## config.mk

```make
export PLATFORM = sky130hd
export DESIGN_NAME = alu_operand_entry
export DESIGN_NICKNAME = d
export VERILOG_FILES = /design/src/rtl/alu_operand_entry.sv
export SDC_FILE = /design/constraint.sdc
export NUM_CORES = 1
export LEC_CHECK = 0
export ABC_AREA = 1
export BUFFER_PORTS_ARGS = -buffer_cell sky130_fd_sc_hd__buf_2
export CORE_ASPECT_RATIO = 0.5
export CORE_MARGIN = 3
export CORE_UTILIZATION = 50
export DETAILED_ROUTE_END_ITERATION = 10
export PLACE_DENSITY = 0.72
export SLEW_MARGIN = 0
export SYNTH_ARGS = -nofsm -noshare
export SYNTH_HDL_FRONTEND = slang
export SYNTH_SLANG_ARGS = --single-unit
```

## constraint.sdc

```tcl
create_clock -name CLK -period 1.3 [get_ports CLK]
set_input_delay 0.065 -clock CLK [delete_from_list [all_inputs] [get_ports CLK]]
set_output_delay 0.065 -clock CLK [all_outputs]
set_load 0.005 [all_outputs]
```

## src/rtl/alu_operand_entry.sv

```systemverilog
// alu_operand_entry
//   Board-side front end for the ALU demo. Debounces the ENTER/CANCEL push
//   buttons and walks an entry FSM that captures operand A, operand B and the
//   opcode from the slide switches. The completed set is offered to the ALU
//   over a valid/ready handshake.
//
//   Ports
//     CLK          system clock, rising edge
//     nRST         asynchronous active-low reset
//     KEY[3:0]     raw push-buttons, active-low (KEY[0] ENTER, KEY[3] CANCEL)
//     SW[17:0]     slide switches (SW[17] unused)
//     ready        ALU accepts the operand set this cycle
//     valid        operand set complete and stable (registered)
//     portA/portB  captured 32-bit operands (sign-extended from SW[16:0])
//     aluop        captured 4-bit opcode
//     entry_state  FSM state for the LEDs: 00 A, 01 B, 10 OP, 11 ISSUE

// Per-key synchronizer + debouncer. Emits a one-cycle press pulse on the
// debounced 1->0 transition; releases produce nothing.
module alu_operand_debounce #(
    parameter int unsigned DEBOUNCE_CYCLES = 500000
) (
    input  logic CLK,
    input  logic nRST,
    input  logic key_raw,
    output logic press
);
    // Counter wraps to zero on the D-th consecutive differing sample,
    // which is the same edge the debounced level flips.
    localparam logic [19:0] CNT_LAST = 20'(DEBOUNCE_CYCLES - 1);

    logic [1:0]  sync;
    logic        level;
    logic        level_d;
    logic [19:0] cnt;

    always_ff @(posedge CLK or negedge nRST) begin
        if (!nRST) begin
            sync    <= 2'b11;
            level   <= 1'b1;
            level_d <= 1'b1;
            cnt     <= '0;
            press   <= 1'b0;
        end else begin
            sync    <= {sync[0], key_raw};
            level_d <= level;
            press   <= level_d & ~level;
            if (sync[1] == level) begin
                cnt <= '0;
            end else if (cnt == CNT_LAST) begin
                level <= sync[1];
                cnt   <= '0;
            end else begin
                cnt <= cnt + 20'd1;
            end
        end
    end
endmodule

module alu_operand_entry #(
    parameter int unsigned DEBOUNCE_CYCLES = 500000
) (
    input  logic        CLK,
    input  logic        nRST,
    input  logic [3:0]  KEY,
    input  logic [17:0] SW,
    input  logic        ready,
    output logic        valid,
    output logic [31:0] portA,
    output logic [31:0] portB,
    output logic [3:0]  aluop,
    output logic [1:0]  entry_state
);
    localparam int NUM_KEYS = 2;  // 0: ENTER, 1: CANCEL

    typedef enum logic [1:0] {
        GET_A  = 2'b00,
        GET_B  = 2'b01,
        GET_OP = 2'b10,
        ISSUE  = 2'b11
    } state_t;

    state_t              state;
    logic [NUM_KEYS-1:0] key_sel;
    logic [NUM_KEYS-1:0] press;
    logic [16:0]         sw_s1;
    logic [16:0]         sw_s2;
    logic [31:0]         operand;
    logic                enter_ev;
    logic                cancel_ev;
    logic                unused_pins;

    assign unused_pins = ^{KEY[2:1], SW[17]};
    assign key_sel     = {KEY[3], KEY[0]};

    for (genvar g = 0; g < NUM_KEYS; g++) begin : g_key
        alu_operand_debounce #(.DEBOUNCE_CYCLES(DEBOUNCE_CYCLES)) u_db (
            .CLK     (CLK),
            .nRST    (nRST),
            .key_raw (key_sel[g]),
            .press   (press[g])
        );
    end

    assign enter_ev  = press[0];
    assign cancel_ev = press[1];

    always_ff @(posedge CLK or negedge nRST) begin
        if (!nRST) begin
            sw_s1 <= '1;
            sw_s2 <= '1;
        end else begin
            sw_s1 <= SW[16:0];
            sw_s2 <= sw_s1;
        end
    end

    assign operand = {{16{sw_s2[16]}}, sw_s2[15:0]};

    // CANCEL outranks both ENTER and a pending ready in ISSUE.
    always_ff @(posedge CLK or negedge nRST) begin
        if (!nRST) begin
            state <= GET_A;
            valid <= 1'b0;
            portA <= '0;
            portB <= '0;
            aluop <= '0;
        end else if (cancel_ev) begin
            state <= GET_A;
            valid <= 1'b0;
        end else begin
            case (state)
                GET_A: if (enter_ev) begin
                    portA <= operand;
                    state <= GET_B;
                end
                GET_B: if (enter_ev) begin
                    portB <= operand;
                    state <= GET_OP;
                end
                GET_OP: if (enter_ev) begin
                    aluop <= sw_s2[3:0];
                    state <= ISSUE;
                    valid <= 1'b1;
                end
                ISSUE: if (ready) begin
                    state <= GET_A;
                    valid <= 1'b0;
                end
                default: state <= GET_A;
            endcase
        end
    end

    assign entry_state = state;
endmodule

```

[Word-level counts from Yosys, hierarchy flattened]
Cells that the tools add are included.
Cells by class
  add/sub/neg operators: 2
  eq/ne operators: 11
  bitwise operators: 7
  multiplexer cells: 14
  reductions and logical operators: 9
Operator list (count)
  $mux W20: 4
  $add A20 B1 Y20 const B: 2
  $eq A20 B19 Y1 const B: 2
  $reduce_and A3 Y1: 4
  $mux W2: 5
  $ne A3 B1 Y1 const B: 3
  $pmux W2 S4: 1
  $not A1 Y1: 5
  $eq A2 B2 Y1 const B: 2
  $reduce_and A2 Y1: 2
  $reduce_and A4 Y1: 1
  $mux W1: 3
  $ne A3 B2 Y1 const B: 1
  $reduce_bool A3 Y1: 1
  $and A1 B1 Y1: 2
  $eq A1 B1 Y1: 2
  $eq A2 B1 Y1 const B: 1
  $logic_not A2 Y1: 1
  $pmux W1 S2: 1
Storage, ports and cells
  logic and storage cells: 60
  register bits after elaboration: 125

[Logic depth before layout (Yosys ltp)]
Gate-level depths: netlist (run 1).
  depth after elaboration: 3
  mapped depth: 9
  gate-level depth less buffers: 9

[Cells and area by module]
From an unflattened synthesis (run 1), not the netlist that was laid out.
Unflattened totals
  cells, all modules: 569
  area, all modules: 5450.2 um^2
Modules (own cells, without submodules)
  alu_operand_entry: area an instance 2832.7 um^2, times used 1, cells an instance 239
  alu_operand_debounce: area an instance 1308.8 um^2, times used 2, cells an instance 165

[Worst setup path after synthesis (run 1)]
No wires, ideal clock.
  path kind: register to register
  start point: register state[0] (netlist: entry_state[0])
  end point: register portA[3]
  path slack: -40 ps
  path buffers: 1
  stages on the path, launching flop included: 7
  data arrival time: 1257 ps
  cell sequence: dfrtp_1 inv_1 ha_1 nand3_1 clkbuf_1 nand2_1 o21ai_0
On the way
  word-level cells in the longest chain between the ends: 2
Ends and longest elaborated chain
  start: declaration: RTL line 83  | state_t state;
  start signal: assignment: RTL line 123  | state <= GET_A;
  start signal: assignment: RTL line 129  | state <= GET_A;
  start signal: assignment: RTL line 135  | state <= GET_B;
  $logic_not A2 Y1: RTL line 132  | case (state)
  $reduce_and A3 Y1 (no source line)
  end signal: assignment: RTL line 134  | portA <= operand;
  end: declaration: RTL line 69  | output logic [31:0] portA,
No other way between the ends.
A chain may end at the register's enable or synchronous reset.

[Final worst setup path (run 1)]
  start point: register g_key[1].u_db.cnt[12]
  end point: register g_key[1].u_db.cnt[18]
On the way
  word-level cells in the longest chain between the ends: 3
  elaborated cells between the ends (all ways): 4
  those cells by class: 1 x add/sub; 1 x eq/ne; 2 x mux
Ends and longest elaborated chain
  start: declaration: RTL line 35  | logic [19:0] cnt;
  start signal: assignment: RTL line 54  | cnt <= cnt + 20'd1;
  $add A20 B1 Y20 or $eq A20 B19 Y1 (tied branches): RTL line 54, 50
  $mux W20 (*): RTL line 50  | end else if (cnt == CNT_LAST) begin
  $mux W20 (*): RTL line 48  | if (sync[1] == level) begin
Mark *: on every way between the ends. The rest lies on a longest branch, timed or not.

==> results of run 1 <==
[critical path: cells and delay by family (launching register included)]
family | cells | cell delay, ns
and+or+nand+nor | 8 | 0.82
DFF | 1 | 0.44
buffers and inverters | 1 | 0.15
[Yosys cell counts, drive strengths merged]
cell    instances  area share
a21oi           3      0.0027
and2            1      0.0011
buf            31       0.042
clkbuf          7      0.0048
dfrtp          83        0.38
dfstp          42        0.20
ha              7       0.016
inv            63       0.043
nand2         119       0.087
nand3          36       0.035
nand3b          2      0.0027
nand4           7      0.0080
nor2          101       0.084
nor2b           1      0.0011
nor3            5      0.0055
nor3b           5      0.0077
o21a            2      0.0027
o21ai          48       0.044
o21bai          2      0.0034
xnor2           6      0.0095
xor2           13       0.022
[placed cells by master, fill, tap and decap left out, types with 20 or more instances in the layout]
master          n
buf_2          90
buf_4          66
dfrtp_1        74
dfstp_2        42
dlygate4sd3_1  20
inv_1          48
nand2_1        78
nand2_2        23
nand3_1        23
nor2_1         66
nor2_4         22
o21ai_0        24
[path summary, 6_finish.rpt]
path / from / to / slack [ns]
max reg2reg: g_key[1].u_db.cnt[12] / g_key[1].u_db.cnt[18] / -0.19
min: nRST / portB[8] / 0.07
max in group asynchronous: nRST / g_key[0].u_db.sync[0] / 0.57
min reg2reg: g_key[1].u_db.sync[0] / g_key[1].u_db.sync[1] / 0.35
max: g_key[1].u_db.cnt[12] / g_key[1].u_db.cnt[18] / -0.19
min in group CLK: ready / valid / 0.27
[repair_timing]
| action | in CTS | in global routing |
|---|---|---|
| endpoints found under the hold margin | 106 | 0 |
| setup endpoints to repair | 48 | 80 |
| buffers inserted | 8 | 24 |
| hold buffers | 20 | 0 |
| pin swaps | 10 | 46 |
| cloned | 4 | 0 |
| resized for setup | 37 | 159 |
[report_power, final]
group	internal [W]	switching, W
logic	0.000136	0.000184
registers	0.00401	0.0000450
clock network	0.00290	0.00198
total	0.00705	0.00220
[state kept, by name, summed over array words and instances (netlist names)]
name                cells
g_key.u_db.cnt         40
portA                  17
portB                  17
sw_s1                  17
sw_s2                  17
aluop                   4
g_key.u_db.sync         4
entry_state             2
g_key.u_db.level        2
g_key.u_db.level_d      2
g_key.u_db.press        2
valid                   1
[stage by stage]
step	power [W]	hold slack, ns	instances	utilization
floorplan	0.00416	-0.231	584	-
global placement	0.00432	-0.0328	830	0.602
detailed placement	0.00433	-0.0311	830	0.602
CTS	0.00920	0.0741	894	0.706
global route	0.00953	0.0998	916	0.770
finish	0.00925	0.0714	916	0.770
[area by class of cell]
cell class              instances  area [sq um]
flip-flops and latches        125          3190
fillers                       575          2410
multi-input cells             358          2390
repair buffers                198          1450
clock buffers                  17           425
inverters                      63           246
clock inverters                15           178
well taps                     140           175
[cell families after synthesis]
family                   Yosys count  synth area share
AND/OR/NAND/NOR                  277             0.232
flip-flops                       125             0.578
buffers and inverters            101            0.0900
AO/OA/AOI/OAI                     55            0.0525
XOR/XNOR                          19            0.0316
adder cells (fa/ha/maj)            7            0.0159
[layer usage]
metal	global-route usage	routed length (microns)
met1	0.274	6140
met4	0.0784	444
met2	0.377	7730
met3	0.0538	1090
met5	0	0
==> summary.md, run 1 <==
| Metric | Value |
|---|---|
| Placed inst area | `6310 sq um` |
| CTS tree | `built` |
| Fin crit share | `1.14` |
| Fin Setup TNS | `-1.66 ns` |
| # rows | `26` |
| Clk_skew | `0.0140 ns` |
| Largest net degree at the start of global routing | `58` |
| Initial antenna violation count | `0` |
| Clock Tree Buf Depth | `2` |
| Most frequent CP cell | `nand2_1` |
| Post-Syn Nets | `616` |
| Yosys cell types | `32` |
| Area growth syn-to-layout | `46.5%` |
| Mean Syn Cell Area | `9.42 sq um` |
| Port Buffers | `92` |
| Syn Inst Count | `584` |
| Root buffer cell | `clkbuf_16` |
| Worst min path class | `in2async` |
| Slew HR | `0.784` |
| Final worst path period need | `1.49 ns` |
| Final WS setup | `-0.188 ns` |
| Global route overflow | `0` |
| Die H | `80.2 microns` |
| WL final | `15.4 mm` |
| Nets | `795` |
| Critical path startpoint category | `flop` |
| Gr usage total | `0.219` |
| Layout cell share with drive strength beyond 1 | `0.506` |
| H-tree Lvls | `4` |
| IR drop worst, VDD | `0.000863 V` |
| CP Class | `reg2reg` |
| RSZ-0062 raised after global routing | `true` |
| Initial Utilization | `0.525` |
| Ant diodes | `0` |
| Vias per cell | `5.21` |
| Clk_lat worst skew | `0.43 ns` |
| Reg2reg path depth | `9` |
| Post-DP HPWL | `8.06 mm` |
| Cell Pwr Density | `1150 nW/um^2` |
| Final Hold Fails | `0` |
| Final instance area | `8060 sq um` |
| Initial DRC Count | `333` |
| Detailed Routing Iterations Pass 1 | `7` |
| Count of final setup violators | `33` |
| Post-Syn Area | `5500 sq um` |
| Pleak | `3.92 nW` |
| Seq/Total Area, Yosys | `0.578` |
| Achievable frequency | `672 MHz` |
| First-pass GRT wire length | `21.1 mm` |
| #FFs+latches synth | `125` |
| Die area | `12400 sq um` |
| Largest stage delay, worst path | `0.44 ns` |
| Clk slew on worst S/H paths | `0.07 ns` |
| CTS Buf Count | `17` |
| Core ar. | `10500 sq um` |
| YS warnings | `0` |
| Crit. End Element | `flop` |
| Via count | `4773` |
| Crit path DAT | `1.83 ns` |
| Worst-path cell chain | `buf_4, nand2_2, nor2_1, nand2_2, nor2_4, nand2_1, nand2_1, nand2_1, nor2_2` |
| Slowest-stage cell, CP | `dfrtp_1` |
| WL/cell | `16.8 microns` |
| Sink Count | `125` |
| # IOs | `96` |
| DRC | `0` |
| Max-Cap Viols | `0` |
| CP Max Fanout | `3` |
| Die width | `154 microns` |
| Vias in the first global route | `4245` |
| Post-DRT Antenna Nets | `0` |
| Status | `finished, violations left` |
| Worst EP required | `1.64 ns` |
| Failing checks | `negative setup slack` |
| Final Max Slew Viols | `0` |
| RePlAce Congestion | `0.924` |
| Slew @ Worst Pin | `0.323 ns` |
| Place WS | `-0.0913 ns` |
No activity file was read; power rests on OpenSTA's default activity.
==> run 2: changes to the inputs <==
- TNS_END_PERCENT: default -> 20
==> run 2 against run 1 <==
Effect of this change:
- the run still ends with negative setup slack left
- register-to-register slack better by 0.13 ns
- count of clock-buffer cells in the layout unchanged
- sequential share of layout area grew 3.6 points
- power decreased by 1.0%
- highest routed layer unchanged
==> summary.md, run 2 (same netlist as run 1, synthesis figures left out) <==
| Metric | Value |
|---|---|
| Status | `finished, violations left` |
| Failing checks | `negative setup slack` |
| Final worst path period need | `1.36 ns (-0.127 ns)` |
| Clk_skew | `0.0110 ns (-0.00301 ns)` |
| Commonest non-fill, non-tap cell in the layout | `nand2_1` |
| Vias per cell | `4.92 (-5.5%)` |
| Worst min path class | `in2async` |
| Multi-input gate area | `2020 sq um (-15%)` |
| Clk slew on worst S/H paths | `0.06 ns (about the same)` |
| CP Max Fanout | `5 (+2)` |
| Final instance area | `7390 sq um (-8.4%)` |
| Largest net degree at the start of global routing | `39 (-33%)` |
| # IOs | `96 (unchanged)` |
| Nets | `768 (-3.4%)` |
| Final WS setup | `-0.0619 ns (+0.127 ns)` |
| Sink Count | `125 (unchanged)` |
| Core ar. | `10500 sq um (unchanged)` |
| Clk_lat worst skew | `0.41 ns (-0.02 ns)` |
| Crit. End Element | `flop` |
| CP Class | `reg2reg` |
| Count of final setup violators | `11 (-67%)` |
| Cell Pwr Density | `1240 nW/um^2 (+8.0%)` |
| Flip-flop and latch area | `3190 sq um (-0.12%)` |
| Die width | `154 microns (unchanged)` |
| RePlAce Congestion | `0.889 (-3.8%)` |
| Die area | `12400 sq um (unchanged)` |
| Fillers | `748 (+30%)` |
| IR drop worst, VDD | `0.000990 V (+15%)` |
| Slew @ Worst Pin | `0.422 ns (+0.0991 ns)` |
| Slew HR | `0.718 (-0.0661)` |
| Area growth syn-to-layout | `34.2%` |
| Crit path DAT | `1.70 ns (-0.13 ns)` |
| Place WS | `-0.141 ns (-0.0496 ns)` |
| Layout cell share with drive strength beyond 1 | `0.413 (-0.0939)` |
| Vias in the first global route | `4382 (+3.2%)` |
| Initial DRC Count | `262 (-21%)` |
| Port Buffers | `92 (unchanged)` |
| RSZ-0062 raised after global routing | `true` |
| Most frequent cells in the layout | `nand2_1, buf_2, dfrtp_1` |
| Achievable frequency | `734 MHz (+9.3%)` |
| Placed inst area | `6270 sq um (-0.59%)` |
| Final Max Slew Viols | `0 (unchanged)` |
| H-tree Lvls | `4 (unchanged)` |
| Via count | `4378 (-8.3%)` |
| Die H | `80.2 microns (unchanged)` |
| Initial antenna violation count | `0 (unchanged)` |
| Gr usage total | `0.208 (-0.0115)` |
| Detailed Routing Iterations Pass 1 | `4 (-3)` |
| Largest reg by FF count | `g_key.u_db.cnt` |
| First-pass GRT wire length | `20.4 mm (-3.4%)` |
| CTS tree | `built` |
| Initial Utilization | `0.525 (unchanged)` |
| Ant diodes | `0 (unchanged)` |
| DRC | `0 (unchanged)` |
| WL/cell | `14.3 microns (-15%)` |
| Post-DP HPWL | `8.21 mm (+1.9%)` |
| Pleak | `3.55 nW (-9.4%)` |
| Worst EP required | `1.64 ns (about the same)` |
| Critical path startpoint category | `flop` |
| Max FFs per register | `40 (unchanged)` |
| Post-DRT Antenna Nets | `0 (unchanged)` |
| Overall Power | `0.00916 W (-1.0%)` |
| Max-Cap Viols | `0 (unchanged)` |
| Final Hold Fails | `0 (unchanged)` |
| Fin crit share | `1.05 (-0.0973)` |
| Clock Tree Buf Depth | `2 (unchanged)` |
| Global route overflow | `0 (unchanged)` |
| # rows | `26 (unchanged)` |
| Root buffer cell | `clkbuf_16` |
| WL final | `12.7 mm (-17%)` |
| CTS Buf Count | `17 (unchanged)` |
==> run 2: cell count changes in the layout (fill, tap and decap cells not counted), sizes merged <==
| cell | before | now |
|---|---|---|
| buf | 178 | 151 |
| clkinv | 3 | 2 |
| clkinvlp | 2 | 3 |
==> run 2: layout make-up <==
class / instances / area share
clock inverter: 15 / 0.0239
clock buffer: 17 / 0.0576
timing repair buffer: 171 / 0.157
tap: 140 / 0.0237
multi-input combinational: 358 / 0.274
inverter: 63 / 0.0327
sequential: 125 / 0.431
==> run 2: path summary, 6_finish.rpt <==
path | endpoint | slack [ns] | start | cells past startpoint
setup / recovery | g_key[1].u_db.level | -0.06 | g_key[1].u_db.cnt[9] | 7
hold / removal | portA[10] | 0.16 | nRST | 2
setup reg to reg | g_key[1].u_db.level | -0.06 | g_key[1].u_db.cnt[9] | 7
hold reg to reg | sw_s2[7] | 0.35 | sw_s1[7] | 0
max in group asynchronous | sw_s1[12] | 0.50 | nRST | 3
min in group CLK | entry_state[0] | 0.28 | ready | 7
==> run 2: metal layers <==
metal | GRT usage | share of wire
met1 | 0.256 | 0.43
met2 | 0.361 | 0.49
met3 | 0.0501 | 0.053
met4 | 0.0767 | 0.019
met5 | 0 | 0
==> run 2: report_power, final <==
group	switching (W)	internal, W
Combinational	0.000166	0.000128
Clock	0.00192	0.00289
Sequential	0.0000373	0.00401
==> run 2: per-stage QoR <==
stage           util  hold slack [ns]  cells  TNS, ns
6_report       0.705            0.156    889   -0.321
5_1_grt        0.705            0.183    889    -4.12
4_1_cts        0.686            0.131    883   -0.234
3_5_place_dp   0.599           0.0351    825   -0.852
3_3_place_gp   0.599           0.0282    825  -0.0510
2_1_floorplan      -           -0.231    584   -0.111
==> run 2: worst max-delay path, stage by stage, from the launching register on <==
cell and delay, ns:
dfrtp_1 0.44, nor2_1 0.12, nand2_1 0.07, nor2_1 0.18
nand3_2 0.12, buf_4 0.16, nand2_1 0.05, nor2b_1 0.14
==> run 2: timing repair <==
item                                    CTS  global route
endpoints found under the hold margin   112             0
hold buffers                             20             0
buffers inserted                          6             6
pin swaps                                10            13
endpoints found under the setup margin   39            89
gates resized for setup                  21            49
==> run 3: changes to the inputs <==
- PLACE_DENSITY: 0.72 -> 0.69
- SKIP_LAST_GASP: default -> 1
- clock period: 1.3 -> 1.5 ns (I/O delays scaled with it)
==> run 3 against run 2 <==
Effect of this change:
- the flow now finishes without violations
- routed wire length fell by 12%
- sequential share of layout area rose by 3.7 points
- non-clock buffer count fell by 45
- largest cell class unchanged
- largest power group unchanged
==> summary.md, run 3 (same netlist as run 1, synthesis figures left out) <==
| Metric | Value |
|---|---|
| Core ar. | `10500 sq um (unchanged)` |
| Pleak | `3.30 nW (-7.2%)` |
| Clk_skew | `0.00761 ns (-0.00343 ns)` |
| Largest stage delay, worst path | `0.37 ns (-0.07 ns)` |
| Die area | `12400 sq um (unchanged)` |
| Post-DRT Antenna Nets | `0 (unchanged)` |
| Slew HR | `0.709 (-0.00959)` |
| Critical path buffers and inverters | `0 (-1)` |
| Cell Pwr Density | `1120 nW/um^2 (-9.4%)` |
| RePlAce Congestion | `0.935 (+5.2%)` |
| CTS Buf Count | `17 (unchanged)` |
| Max-Cap Viols | `0 (unchanged)` |
| CTS tree | `built` |
| CP Max Fanout | `7 (+2)` |
| Hold_sp | `ready` |
| Placed inst area | `5990 sq um (-4.5%)` |
| Largest reg by FF count | `g_key.u_db.cnt` |
| Initial Utilization | `0.525 (unchanged)` |
| Final worst path period need | `1.43 ns (+0.0712 ns)` |
| Clk slew on worst S/H paths | `0.06 ns (about the same)` |
| Ant diodes | `0 (unchanged)` |
| RSZ-0062 raised after global routing | `true` |
| Most frequent CP cell | `nor2_1` |
| Fin crit share | `0.955 (-0.0922)` |
| Worst-path cell chain | `ha_1, nand2_1, nor2_1, nand3_1, nand2_2, nor2_1` |
| Worst min path class | `in2reg` |
| Critical path startpoint category | `flop` |
| Combinational Power Share | `0.028 (-0.004)` |
| Reg2reg path depth | `6 (-1)` |
| First-pass GRT wire length | `19.1 mm (-6.2%)` |
| Die H | `80.2 microns (unchanged)` |
| Crit. End Element | `flop` |
| Worst EP required | `1.80 ns (+0.16 ns)` |
| Global route overflow | `0 (unchanged)` |
| Port Buffers | `92 (unchanged)` |
| Initial antenna violation count | `0 (unchanged)` |
| Root buffer cell | `clkbuf_16` |
| Slew @ Worst Pin | `0.437 ns (+0.0144 ns)` |
| Clock Tree Buf Depth | `2 (unchanged)` |
| Fillers | `858 (+15%)` |
| Die width | `154 microns (unchanged)` |
| Overall Power | `0.00762 W (-17%)` |
| Achievable frequency | `698 MHz (-5.0%)` |
| Gr usage total | `0.198 (-0.0102)` |
| CP Class | `reg2reg` |
| Commonest non-fill, non-tap cell in the layout | `nand2_1` |
| Final instance area | `6790 sq um (-8.1%)` |
| Largest net degree at the start of global routing | `44 (+13%)` |
| Vias per cell | `4.81 (-2.4%)` |
| WL final | `11.2 mm (-12%)` |
| Detailed Routing Iterations Pass 1 | `4 (unchanged)` |
| Post-DP HPWL | `7.75 mm (-5.6%)` |
| Nets | `723 (-5.9%)` |
| Crit path max-delay family | `simple AND/OR/NAND/NOR gates` |
| IR drop worst, VDD | `0.000791 V (-20%)` |
| Psw | `0.00185 W (-13%)` |
| Clock Power Share | `0.512 (-0.014)` |
| Initial DRC Count | `201 (-23%)` |
| # IOs | `96 (unchanged)` |
| Most frequent cells in the layout | `nand2_1, buf_2, nor2_1` |
| Sequential fraction of design power | `0.460 (+0.018)` |
| WL/cell | `13.2 microns (-7.4%)` |
| DRC | `0 (unchanged)` |
| Final Hold Fails | `0 (unchanged)` |
| Max FFs per register | `40 (unchanged)` |
| Count of final setup violators | `0 (-11)` |
| Sink Count | `125 (unchanged)` |
| Status | `complete, no violations` |
| Clk_lat worst skew | `0.41 ns (about the same)` |
| FF-to-FF setup slack | `0.07 ns (+0.13 ns)` |
| H-tree Lvls | `4 (unchanged)` |
| Switching part of the total | `0.243 (+0.0113)` |
| Vias in the first global route | `4024 (-8.2%)` |
| Layout cell share with drive strength beyond 1 | `0.313 (-0.100)` |
| R2R Path Start | `g_key[1].u_db.cnt[0]` |
| Area growth syn-to-layout | `23.3%` |
| Final Max Slew Viols | `0 (unchanged)` |
| # rows | `26 (unchanged)` |
| Crit path DAT | `1.73 ns (+0.03 ns)` |
| WHS Endpoint | `valid` |
| Hold Crit Depth | `7` |
| Slowest-stage cell, CP | `dfrtp_1` |
| Via count | `4057 (-7.3%)` |
| Worst r2r dst | `g_key[1].u_db.cnt[8]` |
| Cell Int Power | `0.00577 W (-18%)` |
[run 3: changes by cell type in the layout (fill, tap and decap cells not counted), sizes merged]
cell,before,now
clkinv,2,4
bufinv,2,0
inv,71,72
clkinvlp,3,2
buf,151,106
[run 3: layout make-up]
cell class	count	area, sq um	share of cell area
clock buffer	17	425	0.0627
clock inverter	15	149	0.0219
inverter	63	236	0.0348
multi-input combinational	358	1840	0.271
sequential	125	3180	0.468
tap	140	175	0.0258
timing repair buffer	126	785	0.116
[run 3: how the worst max path moves through the flow]
stage	start	end	slack, ns	cells past startpoint
after global routing	g_key[1].u_db.cnt[0]	g_key[1].u_db.cnt[8]	-0.05	6
after floorplan	entry_state[0]	portA[3]	0.16	6
after global placement	g_key[1].u_db.cnt[0]	g_key[1].u_db.cnt[15]	0.1	6
final	g_key[1].u_db.cnt[0]	g_key[1].u_db.cnt[8]	0.07	6
after CTS	g_key[1].u_db.cnt[0]	g_key[1].u_db.cnt[8]	0.05	6
after detailed placement	g_key[1].u_db.cnt[0]	g_key[1].u_db.cnt[15]	0.07	6
[run 3: power groups by stage]
stage	clock network (W)	logic [W]	registers (W)
final	0.00390	0.000217	0.00350
after global routing	0.00417	0.000250	0.00351
after CTS	0.00400	0.000225	0.00350
after detailed placement	0	0.000182	0.00356
after global placement	0	0.000179	0.00356
after floorplan	0	0.0000524	0.00356
[run 3: through the flow]
step            util  setup slack, ns  hold slack [ns]  instances  TNS (ns)
6_report       0.648           0.0668            0.137        844         0
5_1_grt        0.648          -0.0457            0.178        844    -0.320
4_1_cts        0.646           0.0504            0.135        843         0
3_5_place_dp   0.572           0.0718           0.0446        791         0
3_3_place_gp   0.572           0.0977           0.0383        791         0
2_1_floorplan      -            0.160           -0.221        584         0
[run 3: timing repair]
item	in CTS	in global routing
endpoints found under the hold margin	88	0
setup endpoints to repair	0	33
hold buffers	20	0
gates resized for setup	0	4
buffers inserted	0	1
[run 3: routing by layer]
layer	track usage	share of wire	vias up
li1	-	-	2021
met1	0.252	0.46	1900
met2	0.324	0.47	121
met3	0.0651	0.060	15
met4	0.0634	0.015	0
met5	0	0	-
[run 3: worst reg2reg max path: stages (launching register included)]
cell	delay, ns
dfrtp_1	0.37
ha_1	0.19
nand2_1	0.10
nor2_1	0.16
nand3_1	0.22
nand2_2	0.22
nor2_1	0.08
